--- src/rtl/alu_sequencer.sv ---
// Multi-cycle control stage feeding the combinational unit_A ALU from an internal register bank.
// Optional macro ALU_SEQ_OVF_EN adds the signed-overflow response flag rsp_ovf.
module alu_sequencer #(
    parameter int WIDTH  = 32,
    parameter int NREGS  = 8,
    parameter int REG_AW = 3,
    parameter int SETTLE = 2
) (
    input  logic              clk,
    input  logic              rst_n,
    input  logic              cmd_valid,
    output logic              cmd_ready,
    input  logic              cmd_ld,
    input  logic [1:0]        cmd_op,
    input  logic [REG_AW-1:0] cmd_rd,
    input  logic [REG_AW-1:0] cmd_rs1,
    input  logic [REG_AW-1:0] cmd_rs2,
    input  logic [WIDTH-1:0]  cmd_imm,
    output logic [WIDTH-1:0]  alu_a,
    output logic [WIDTH-1:0]  alu_b,
    output logic [3:0]        alu_f,
    input  logic [WIDTH-1:0]  alu_s,
    input  logic              alu_cout,
    output logic              rsp_valid,
    input  logic              rsp_ready,
    output logic [WIDTH-1:0]  rsp_data,
    output logic              rsp_carry,
    output logic              rsp_zero
`ifdef ALU_SEQ_OVF_EN
    ,
    output logic              rsp_ovf
`endif
);

    // state   | meaning
    // IDLE    | waiting for a command, cmd_ready high
    // ISSUE   | ALU inputs held while the settle counter runs down
    // CAPTURE | sample S/c_out, write back to rd
    // RESP    | response presented until rsp_ready
    typedef enum logic [1:0] {IDLE, ISSUE, CAPTURE, RESP} state_t;

    localparam logic [3:0] CNT_INIT = 4'(SETTLE - 1);

    state_t            state;
    logic [WIDTH-1:0]  regs [NREGS];
    logic [REG_AW-1:0] rd_q;
    logic [3:0]        cnt;

    assign cmd_ready = (state == IDLE);

`ifdef ALU_SEQ_OVF_EN
    localparam logic [WIDTH-1:0] MAX_POS = {1'b0, {(WIDTH-1){1'b1}}};
    logic ovf_calc;

    always_comb begin
        ovf_calc = 1'b0;
        case (alu_f[1:0])
            2'b00:   ovf_calc = (alu_a[WIDTH-1] == alu_b[WIDTH-1]) && (alu_s[WIDTH-1] != alu_a[WIDTH-1]);
            2'b01:   ovf_calc = (alu_a[WIDTH-1] != alu_b[WIDTH-1]) && (alu_s[WIDTH-1] != alu_a[WIDTH-1]);
            2'b11:   ovf_calc = (alu_a == MAX_POS);
            default: ovf_calc = 1'b0;
        endcase
    end
`endif

    always_ff @(posedge clk or negedge rst_n) begin
        if (!rst_n) begin
            state     <= IDLE;
            for (int i = 0; i < NREGS; i++) regs[i] <= '0;
            alu_a     <= '0;
            alu_b     <= '0;
            alu_f     <= '0;
            rd_q      <= '0;
            cnt       <= '0;
            rsp_valid <= 1'b0;
            rsp_data  <= '0;
            rsp_carry <= 1'b0;
            rsp_zero  <= 1'b0;
`ifdef ALU_SEQ_OVF_EN
            rsp_ovf   <= 1'b0;
`endif
        end else begin
            case (state)
                IDLE: begin
                    if (cmd_valid) begin
                        if (cmd_ld) begin
                            regs[cmd_rd] <= cmd_imm;
                            rsp_data     <= cmd_imm;
                            rsp_carry    <= 1'b0;
                            rsp_zero     <= (cmd_imm == '0);
`ifdef ALU_SEQ_OVF_EN
                            rsp_ovf      <= 1'b0;
`endif
                            rsp_valid    <= 1'b1;
                            state        <= RESP;
                        end else begin
                            // sources are read here, so rd may alias rs1/rs2 safely
                            alu_a <= regs[cmd_rs1];
                            alu_b <= regs[cmd_rs2];
                            alu_f <= {2'b01, cmd_op};
                            rd_q  <= cmd_rd;
                            cnt   <= CNT_INIT;
                            state <= ISSUE;
                        end
                    end
                end
                ISSUE: begin
                    if (cnt == '0) state <= CAPTURE;
                    else           cnt   <= cnt - 4'd1;
                end
                CAPTURE: begin
                    regs[rd_q] <= alu_s;
                    rsp_data   <= alu_s;
                    rsp_carry  <= alu_cout;
                    rsp_zero   <= (alu_s == '0);
`ifdef ALU_SEQ_OVF_EN
                    rsp_ovf    <= ovf_calc;
`endif
                    rsp_valid  <= 1'b1;
                    state      <= RESP;
                end
                RESP: begin
                    if (rsp_ready) begin
                        rsp_valid <= 1'b0;
                        state     <= IDLE;
                    end
                end
                default: state <= IDLE;
            endcase
        end
    end

endmodule

--- config.mk ---
export PLATFORM = sky130hd
export DESIGN_NAME = alu_sequencer
export DESIGN_NICKNAME = d
export VERILOG_FILES = /design/src/rtl/alu_sequencer.sv
export SDC_FILE = /design/constraint.sdc
export NUM_CORES = 1
export LEC_CHECK = 0
export CAP_MARGIN = 20
export CORE_ASPECT_RATIO = 1.2
export CORE_MARGIN = 2
export CORE_UTILIZATION = 30
export DETAILED_ROUTE_END_ITERATION = 6
export GPL_TIMING_DRIVEN = 0
export SYNTH_ARGS = -nofsm -noshare
export SYNTH_HDL_FRONTEND = slang
export SYNTH_SLANG_ARGS = --single-unit
--- constraint.sdc ---
create_clock -name clk -period 6.8 [get_ports clk]
set_clock_uncertainty 0.2 [all_clocks]
set_input_delay 1.7 -clock clk [delete_from_list [all_inputs] [get_ports clk]]
set_output_delay 1.7 -clock clk [all_outputs]
set_load 0.01 [all_outputs]
---- After elaboration in Yosys (flattened, before gate mapping) ----
Index checks and enable logic that the tools add are counted.
storage, ports and cells
  register bits after elaboration ......... 367
  bits of input ports ..................... 81
  output and inout port bits .............. 104
  logic and storage cells ................. 90
operators by class
  $add $sub $neg .......................... 1
  magnitude comparators ................... 6
  equality and inequality tests ........... 9
  multiplexer cells ....................... 37
  bitwise logic cells ..................... 5
  reduce and logical (&&, ||, !) cells .... 14
operators with widths
  kind                   count
  $bwmux W256            2
  $mux W256              2
  $pmux W256 S2          1
  $mux W32               8
  $bmux W32 S3           2
  $demux W32 S3          2
  $logic_not A32 Y1      2
  $pmux W32 S2           1
  $ge A4 B4 Y1 const B   4
  $not A3 Y4             4
  $mux W4                3
  $ne A2 B2 Y1 const B   5
  $reduce_and A3 Y1      3
  $lt A4 B1 Y1 const B   2
  $mux W2                4
  $pmux W2 S4            1
  $pmux W4 S2            1
  $reduce_and A4 Y1      2
  $mux W1                7
  $eq A2 B2 Y1 const B   2
  $logic_not A4 Y1       1
  $pmux W1 S2            2
  $reduce_bool A2 Y1     2
  $sub A4 B1 Y4 const B  1
  7 further kinds        8

---- Logic depth before layout (Yosys ltp) ----
  depth after elaboration ................. 9
  depth in mapped cells ................... 10
  gate-level depth less buffers ........... 6

---- Least setup slack after synthesis ----
OpenSTA, ideal clock, no wires.
  path type ............................... input port to flip-flop
  from .................................... input cmd_rs1[0]
  to ...................................... register alu_a[21]
  library setup time ...................... 0.135 ns
  data arrival time ....................... 2.923 ns
  required time ........................... 6.465 ns
  path slack .............................. 3.542 ns
  stages on the path ...................... 5
  buffers on the path ..................... 2
  cell sequence ........................... buf_2 > buf_2 > mux4_2 > mux2i_1 > o21ai_0
between the ends
  longest elaborated chain between the ends .. 4
RTL lines
  element                                       RTL line  text
  from (decl)                                   16        input logic [REG_AW-1:0] cmd_rs1,
  $not A3 Y4 (implied by the code)              98        alu_a <= regs[cmd_rs1];
  $bmux W32 S3                                  98
  $mux W32 (implied by the code) (2 in series)  98
  to (signal assigned)                          98
  to (decl)                                     19        output logic [WIDTH-1:0] alu_a,
Every way passes these cells. The select of a mux whose other input is x is not followed.
A chain may end at the register's enable or synchronous reset.

---- Worst setup path in the final report ----
  from .................................... input cmd_rd[2]
  to ...................................... register regs[254] (netlist name)
between the ends
  longest elaborated chain between the ends .. 9
  elaborated cells on any way between the ends .. 10
  those cells by class .................... order compare (2); mux (6); bitwise (1); reduce/logical (1)
RTL lines
  element                                                                    RTL line  text
  from (decl)                                                                15        input logic [REG_AW-1:0] cmd_rd,
  $not A3 Y4 (implied by the code) *                                         87        regs[cmd_rd] <= cmd_imm;
  $ge A4 B4 Y1 (implied by the code) / $lt A4 B1 Y1 (equally long branches)  87
  $logic_and A1 B1 Y1 (implied by the code)                                  87
  $mux W32 (implied by the code)                                             87
  $demux W32 S3 *                                                            87
  $bwmux W256 *                                                              87
  $mux W256 *                                                                86        if (cmd_ld) begin
  $mux W256 *                                                                85        if (cmd_valid) begin
  $pmux W256 S2 *                                                            83        case (state)
  to (signal, indexed assignment)                                            87
  to (signal, indexed assignment)                                            112       regs[rd_q] <= alu_s;
  to (decl)                                                                  45        logic [WIDTH-1:0] regs [NREGS];
Mark *: on every way between the ends. The rest lies on a longest branch, timed or not. The select of a mux whose other input is x is not followed.

==> results.sh <==
export IMPL_outcome="finished, violations left"
export IMPL_violations="DRC"
export IMPL_routed_via_density=5.78
export IMPL_min_period_ns=4.37
export IMPL_required_ns=7.04
export IMPL_crit_path_max_incr_delay_ns=0.84
export IMPL_critical_path_class="in -> reg"
export IMPL_die_area_um2=69800
export IMPL_yosysWarningCount=0
export IMPL_cp_arrival_ns=4.60
export IMPL_layout_drive_gt1_share_pct=14.8
export IMPL_synth_seq_cells=367
export IMPL_synth_commonest_cells="367 x dfrtp_1, 257 x a22oi_1, 199 x nand2_1"
export IMPL_fin_area_um2=24700
export IMPL_grt_pass1_wl_mm=123
export IMPL_ir_worst_vdd_v=0.000199
export IMPL_fillers=6667
export IMPL_swShare_pct=41.3
export IMPL_htree_num_levels=2
export IMPL_area_growth_pct=21.5
export IMPL_io_pins=185
export IMPL_switching_power_mw=4.67
export IMPL_postSynthAreaPerCell_um2=10.3
export IMPL_drcViolationCount=4
export IMPL_die_width_um=241
export IMPL_synth_seq_area_share_pct=45.2
export IMPL_ant_nets=0
export IMPL_rows=104
export IMPL_cts_tree="built"
export IMPL_pwr_share_clk_pct=19.8
export IMPL_slowest_stage="nor3_1"
export IMPL_powerDensity_nw_per_um2=458
export IMPL_syn_nets=2065
export IMPL_relSlewSlack_pct=16.1
export IMPL_synth_top_area_cell="dfrtp_1"
export IMPL_drv_cap=0
export IMPL_power_frac_comb_pct=44.5
export IMPL_clk_path_buf_depth=3
export IMPL_p_leak_nw=9.68
export IMPL_post_cts_buffers=0
export IMPL_grtUsageTotal_pct=24.1
export IMPL_dp_slack_ns=2.03
export IMPL_drt_wirelength_per_cell_um=27.1
export IMPL_coreArea_um2=67000
export IMPL_cts_root_buf="clkbuf_16"
export IMPL_firstDrtPassIters=7
export IMPL_nets=2292
export IMPL_yosys_cell_types_count=53
export IMPL_final_cells=3139
export IMPL_insertion_delay_ns=0.56
export IMPL_critPathLaunchType="input pin"
export IMPL_syn_area_um2=20300
export IMPL_grt_max_degree=121
export IMPL_synthCells=1979
export IMPL_path_cells="clkdlybuf4s50_1, buf_2, nor3_1, clkbuf_1, a22oi_1, o21ai_0"
export IMPL_worst_path_max_fanout=10
export IMPL_clk_pin_slew_ns=0.06
export IMPL_rsz0062_at_grt="false"
export IMPL_ys_flop_type="dfrtp_1"
export IMPL_gp_congestion=0.931
export IMPL_hold_viol=0
export IMPL_cts_made_buffers=40
export IMPL_drt_total_wl_mm=84.9
export IMPL_drt_iter0_markers=2145
export IMPL_internal_power_mw=6.63
export IMPL_final_util_pct=36.8
export IMPL_drv_slew=0
export IMPL_cts_sinks=367
export IMPL_cp_end_kind="flip-flop"
export IMPL_synth_edf_count=0
export IMPL_crit_family="buffers and inverters"
export IMPL_setup_viol=0
export IMPL_cts_repair_resized=0
export IMPL_setup_slack_ns=2.43
export IMPL_dr_total_vias=18139
export IMPL_synth_top_area_share_pct=45.2
export IMPL_start_util_pct=30.3
export IMPL_die_h_um=289
export IMPL_worstMarginPinSlew_ns=1.26
export IMPL_period_share_pct=64.2
export IMPL_yosysMostFrequentCell="dfrtp_1"
export IMPL_fmax_ghz=0.229
export IMPL_dpl_cell_count=3062
export IMPL_antenna_found_initial=0
export IMPL_grt_remaining_overflow=0
export IMPL_hold_class="reg -> reg"
export IMPL_critPathBufInv=3
export IMPL_grt_pass1_vias=18369
export IMPL_fin_tns_setup_ns=0
export IMPL_synthArstFlopShare_pct=100
export IMPL_hold_buffers=0
export IMPL_synth_top_cells_by_area="dfrtp_1 45%, mux4_2 14%, a22oi_1 9.5%"
export IMPL_io_buffer_count=177
export IMPL_placed_area_um2=23300
export IMPL_seq_power_share_pct=35.6
export IMPL_hpwl_mm=59.3
metrics by stage:
step / power, mW / hold slack (ns)
global route: 11.9 / 0.305
global placement: 8.82 / 0.258
CTS: 11.2 / 0.283
finish: 11.3 / 0.275
floorplan: 6.79 / 0.261
detailed placement: 8.99 / 0.270
path summary, 6_finish.rpt:
kind	slack, ns	cells after the start	startpoint	endpoint
max	2.43	6	cmd_rd[2]	regs[254]$_DFFE_PN0P_
min	0.27	2	alu_a[5]$_DFFE_PN0P_	alu_a[5]$_DFFE_PN0P_
max reg2reg	3.39	9	state[0]$_DFFE_PN0P_	rsp_zero$_DFFE_PN0P_
min reg2reg	0.27	2	alu_a[5]$_DFFE_PN0P_	alu_a[5]$_DFFE_PN0P_
max in group asynchronous	4.11	3	rst_n	alu_a[15]$_DFFE_PN0P_
min in group asynchronous	0.80	1	rst_n	rsp_data[26]$_DFFE_PN0P_
power by group through the flow:
stage	sequential [mW]	combinational, mW	clock, mW
2_1_floorplan	3.92	2.87	0
4_1_cts	4.00	4.98	2.26
6_report	4.03	5.04	2.24
5_1_grt	4.15	5.42	2.35
3_5_place_dp	4.03	4.96	0
3_3_place_gp	3.95	4.86	0
cells in the final DEF (no fill, tap or decap), drive strengths merged, types with 2 or more instances in the layout:
cell	Yosys	layout
a211oi	4	4
a21boi	2	2
a21oi	161	161
a22o	3	3
a22oi	257	257
and2	32	32
and3	2	2
and3b	4	4
buf	126	135
clkbuf	118	173
clkdlybuf4s50	0	176
clkinv	0	14
clkinvlp	0	2
dfrtp	367	367
ha	5	5
inv	7	8
mux2	5	5
mux2i	68	68
mux4	128	128
nand2	199	199
nand3	3	3
nand3b	2	2
nand4	3	3
nand4b	4	4
nand4bb	3	3
nor2	199	199
nor2b	32	32
nor3	4	4
nor3b	6	6
nor4	14	14
nor4b	5	5
nor4bb	3	3
o211ai	4	4
o21ai	195	195
o31ai	4	4
worst register-to-register path: cells and delay by family, from the launching register on:
kind,cells,cell delay (ns)
buf+inv,4,1.19
simple gates,2,0.85
compound gates,2,0.45
flops,1,0.40
fa+ha+maj,1,0.24
kinds of logic (layout without fill, tap and decap cells):
kind of cell,after synthesis,count (layout),synth area share (%)
DFF,367,367,45.2
buffers and inverters,251,509,5.58
AOI/OAI and AO/OA,635,635,19.5
adders and majority gates,5,5,0.308
other,1,2,0.0185
muxes,201,201,17.8
and+or+nand+nor,519,519,11.6
sequential cells by signal (all words and copies together) (netlist names):
name / flops
rsp_valid: 1
rsp_data: 32
state: 2
alu_b: 32
regs: 256
alu_f: 3
rsp_zero: 1
alu_a: 32
rd_q: 3
rsp_carry: 1
cnt: 4
cell type report:
cell class	instances	area [um2]	share of cell area, %
multi-input combinational	1361	9990	40.5
sequential	367	9180	37.2
timing repair buffer	185	1900	7.69
clock buffer	55	1190	4.82
tap	901	1130	4.57
buffer	244	1110	4.49
clock inverter	18	143	0.578
inverter	7	26.3	0.107
antenna	1	2.50	0.0101
layer usage:
metal  vias up  GRT usage, %  wire [um]
li1       7698             -          -
met1      9150          29.6      31700
met2      1072          38.9      39900
met3       217          6.28       8300
met4         2          12.9       4990
met5         -         0.689         69
(Power assumes the default switching activity.)
==> patch 1, RTL diff (config.mk and constraints unchanged) <==
The parameter `NREGS` goes from 8 to 16.
--- a/src/rtl/alu_sequencer.sv
+++ b/src/rtl/alu_sequencer.sv
@@ -3,5 +3,5 @@
 module alu_sequencer #(
     parameter int WIDTH  = 32,
-    parameter int NREGS  = 8,
+    parameter int NREGS  = 16,
     parameter int REG_AW = 3,
     parameter int SETTLE = 2
Check against the original RTL: not settled (the Yosys comparison gave no result); the edit may change what the design does.
==> patch 1 against the original RTL <==
- fmax grew 6.1%
- first-iteration DRC count grew 8.6%
- global-route usage shrank 0.32 points
- final area grew 2.5%
- sequential share of layout area shrank 0.92 points
- routed wire length grew 1.5%
- sequential cell count is the same
- setup slack gained 0.25 ns
- power grew 4.6%
- synthesized area grew 2.4%
- largest cell class unchanged
- largest power group unchanged
==> patch 1: results (changes against the original RTL) <==
- Worst reg2reg startpoint: state[0] (unchanged)
- Fill count: 6763 (was 6667)
- First-pass GRT wire length: 125300 µm (was 123400 µm)
- CP max stage delay: 0.79 ns (was 0.84 ns)
- Max reg flops: 256 (unchanged)
- GR Util met3: 0.05470 (was 0.06279)
- Num CTS Buffers: 42 (was 40)
- Critical Path AT: 4.42 ns (was 4.60 ns)
- Largest net degree at the start of global routing: 123 (was 121)
- Status: finished, final reports clean (was finished with violations)
- Clock latency on the worst-skew pair: 0.61 ns (was 0.56 ns)
- Vias/cell: 5.849 (was 5.779)
- Final nets: 2291 (was 2292)
- Synth area leaders: dfrtp_1, mux4_2, a22oi_1, nand2_1, a21oi_2 (was dfrtp_1, mux4_2, a22oi_1, o21ai_0, a21oi_1)
- Tightest Pin Transition: 1.248 ns (was 1.259 ns)
- Async SR Flop Fraction: 1.000 (unchanged)
- Yosys warns: 0 (unchanged)
- Hold path startpoint: alu_f[2] (was alu_a[5])
- Number of global-route vias before repair: 18560 (was 18370)
- Register area share after synthesis: 0.4418 (was 0.4523)
- CTS HTree Levels: 2 (unchanged)
- Total track usage: 0.2383 (was 0.2415)
- DR pass1 iterations: 6 (was 7)
- Ys flop type: dfrtp_1 (unchanged)
- Pleak: 9.735 nW (was 9.682 nW)
- HPWL after DPL: 60860 µm (was 59270 µm)
- Dpl ws: 2.086 ns (was 2.032 ns)
- DRT iter0 DRCs: 2329 (was 2145)
- Setup bufs post-CTS: 0 (unchanged)
- WL/cell: 27.42 µm (was 27.06 µm)
- Routability Congestion: 0.9546 (was 0.9310)
- Top post-synthesis cells by count: dfrtp_1, a22oi_1, nand2_1 (unchanged)
- Peak VDD IR: 0.1894 mV (was 0.1991 mV)
- Crit. Startpoint: cmd_rd[1] (was cmd_rd[2])
- Syn nets: 2064 (was 2065)
- Met2 Use GR: 0.3735 (was 0.3891)
- Share of cells above drive strength 1: 0.1826 (was 0.1480)
- Share of the synthesized area in the top cell type: 0.4418 (was 0.4523)
- Initial antenna violation count: 1 (was 0)
- CTS-repair resized insts: 0 (unchanged)
- Clk root buf: clkbuf_16 (unchanged)
- CTS clock-pin slew for the worst setup and hold paths: 0.06 ns (about the same)
- Routing usage on met1: 0.2952 (was 0.2960)
- Worst min-delay path category: reg2reg (unchanged)
- Clock tree buffer depth: 3 (unchanged)
- Post-synthesis cell type count: 54 (was 53)
[patch 1: worst paths after layout]
kind | endpoint | slack (ns) | cells past startpoint
worst max-delay path | regs[496] | 2.68 | 6
worst min-delay path | alu_f[2] | 0.26 | 1
worst max register to register | rsp_zero | 3.13 | 9
worst min register to register | alu_f[2] | 0.26 | 1
max in group asynchronous | alu_b[29] | 3.70 | 4
min in group asynchronous | alu_a[16] | 0.74 | 1
[patch 1: cell type report]
type	count	share of cell area
well taps	909	0.04498
clock inverters	19	0.01187
plain buffers	243	0.04987
multi-input cells	1360	0.4079
repair buffers	183	0.07422
diodes	1	0.00009896
flip-flops and latches	367	0.3632
clock buffers	56	0.04686
inverters	7	0.001039
[patch 1: stage by stage]
step | util | hold slack [ns] | std cells | area [µm²]
after floorplan | - | 0.2609 | 1977 | 20790
after CTS | 0.3693 | 0.2660 | 3143 | 25280
after global routing | 0.3694 | 0.2957 | 3144 | 25290
after global placement | 0.3462 | 0.2534 | 3063 | 23700
final | 0.3695 | 0.2607 | 3145 | 25290
after detailed placement | 0.3476 | 0.2534 | 3068 | 23790
[patch 1: cell families (layout without fill, tap and decap cells)]
| family | count (synthesis) | count (layout) | synth area share |
|---|---|---|---|
| and+or+nand+nor | 517 | 517 | 0.1127 |
| AOI/OAI and AO/OA | 635 | 635 | 0.2056 |
| DFF | 367 | 367 | 0.4418 |
| other | 1 | 2 | 0.0001804 |
| muxes | 201 | 201 | 0.1741 |
| adders and majority gates | 6 | 6 | 0.003612 |
| buffers and inverters | 250 | 508 | 0.06194 |
[patch 1: per-layer routing]
layer	up-vias	routed length, µm
li1	7703	-
met1	9194	32190
met2	1202	39420
met3	296	8372
met4	0	6264
met5	-	0
[patch 1: where the power goes]
part,internal (mW),switching [mW]
clock,1.50,1.02
sequential,3.25,0.796
combinational,2.23,3.04
==> patch 2, RTL diff (config.mk and constraints unchanged) <==
Without the edit above. Encoding of `state_t`: now Gray code (2 bits for 4 states).
--- a/src/rtl/alu_sequencer.sv
+++ b/src/rtl/alu_sequencer.sv
@@ -38,5 +38,5 @@
     // CAPTURE | sample S/c_out, write back to rd
     // RESP    | response presented until rsp_ready
-    typedef enum logic [1:0] {IDLE, ISSUE, CAPTURE, RESP} state_t;
+    typedef enum logic [1:0] {IDLE = 2'b00, ISSUE = 2'b01, CAPTURE = 2'b11, RESP = 2'b10} state_t;
 
     localparam logic [3:0] CNT_INIT = 4'(SETTLE - 1);
Behaviour: same outputs for any inputs over 4 cycles, from zero or initial values and one cycle with rst_n low; so few cycles prove little.
==> patch 2 against the original RTL <==
- the run still ends with DRC left
- power shrank 13%
- utilization is 0.31 points lower
- routed wire length decreased by 0.55%
- final area down 2.4%
- die area shrank 1.3%
- synthesized cell count fell by 4.2%
- register-to-register slack improved by 0.32 ns
- synthesized area shrank 1.3%
- clock power increased by 4%
- worst hold slack gained 0.0033 ns
- sequential share of layout area up 0.90 points
- sequential cell count stayed put
- setup slack improved by 0.086 ns
- largest cell class unchanged
- highest routed layer unchanged
==> patch 2: results (changes against the original RTL) <==
- Status: finished with violations (unchanged)
- Failing checks: DRC (unchanged)
- Pleak: 9.469 nW (was 9.682 nW)
- Share of cells above drive strength 1: 0.1589 (was 0.1480)
- HPWL after DPL: 57680 µm (was 59270 µm)
- DRT iter0 DRCs: 2065 (was 2145)
- First-pass GRT wire length: 121500 µm (was 123400 µm)
- Routability Congestion: 0.8903 (was 0.9310)
- Max FO, Critical Path: 9 (was 10)
- CP max stage delay: 0.67 ns (was 0.84 ns)
- Top post-synthesis cells by count: dfrtp_1, a22oi_1, nand2_1 (unchanged)
- Syn nets: 1977 (was 2065)
- Largest net degree at the start of global routing: 124 (was 121)
- Via count of the routed design: 17920 (was 18140)
- Dpl ws: 2.291 ns (was 2.032 ns)
- Post-synthesis cell type count: 47 (was 53)
- Tightest Pin Transition: 1.152 ns (was 1.259 ns)
- Slowest stage cell, crit path: clkdlybuf4s50_1 (was nor3_1)
- Num CTS Buffers: 41 (was 40)
- Synth area leaders: dfrtp_1, mux4_2, a22oi_1, mux2i_1, a21oi_1 (was dfrtp_1, mux4_2, a22oi_1, o21ai_0, a21oi_1)
- DR DRC count: 4 (unchanged)
- Initial antenna violation count: 4 (was 0)
- Number of global-route vias before repair: 18380 (was 18370)
- CTS-repair resized insts: 0 (unchanged)
- Register area share after synthesis: 0.4583 (was 0.4523)
- Total track usage: 0.2417 (was 0.2415)
- WL/cell: 28.04 µm (was 27.06 µm)
- Clock latency on the worst-skew pair: 0.58 ns (was 0.56 ns)
- Final nets: 2171 (was 2292)
- Peak VDD IR: 0.1698 mV (was 0.1991 mV)
- Critical Path AT: 2.38 ns (was 4.60 ns)
-- patch 2: worst paths after layout --
check,start,to,slack [ns],cells past startpoint
max,state[1],cmd_ready,2.52,3
min,alu_f[2],alu_f[2],0.28,1
max reg2reg,state[0],regs[65],3.71,6
min reg2reg,alu_f[2],alu_f[2],0.28,1
max in group asynchronous,rst_n,alu_b[21],4.09,3
min in group asynchronous,rst_n,rsp_data[6],0.85,1
-- patch 2: where the power goes --
part | internal [mW] | switching (mW)
Combinational | 1.70 | 2.12
Sequential | 3.06 | 0.626
Clock | 1.35 | 0.991
-- patch 2: area by class of cell --
cell class              instances  area [µm²]
plain buffers                 243        1096
clock buffers                  53        1151
clock inverters                22       227.7
fillers                      6670       41900
inverters                       5       18.77
multi-input cells            1280        9738
flip-flops and latches        367        9184
well taps                     892        1116
repair buffers                151        1549
-- patch 2: layer usage --
metal,part of all wire,track usage
met1,0.36,0.2884
met2,0.45,0.3783
met3,0.12,0.08365
met4,0.065,0.1411
met5,0.00039,0
-- patch 2: metrics by stage --
stage | power, mW | setup TNS (ns) | cells
2_1_floorplan | 5.672 | 0 | 1895
4_1_cts | 9.826 | 0 | 3012
5_1_grt | 10.33 | 0 | 3013
3_5_place_dp | 7.481 | 0 | 2937
6_report | 9.853 | 0 | 3013
3_3_place_gp | 7.327 | -4596.44 | 2930
-- patch 2: kinds of logic after synthesis --
group / synth area share
and+or+nand+nor: 0.08936
DFF: 0.4583
buffers and inverters: 0.05564
other: 0.0001872
xor gates and xnor gates: 0.0008744
AOI/OAI and AO/OA: 0.2003
adders and majority gates: 0.0006244
muxes: 0.1946
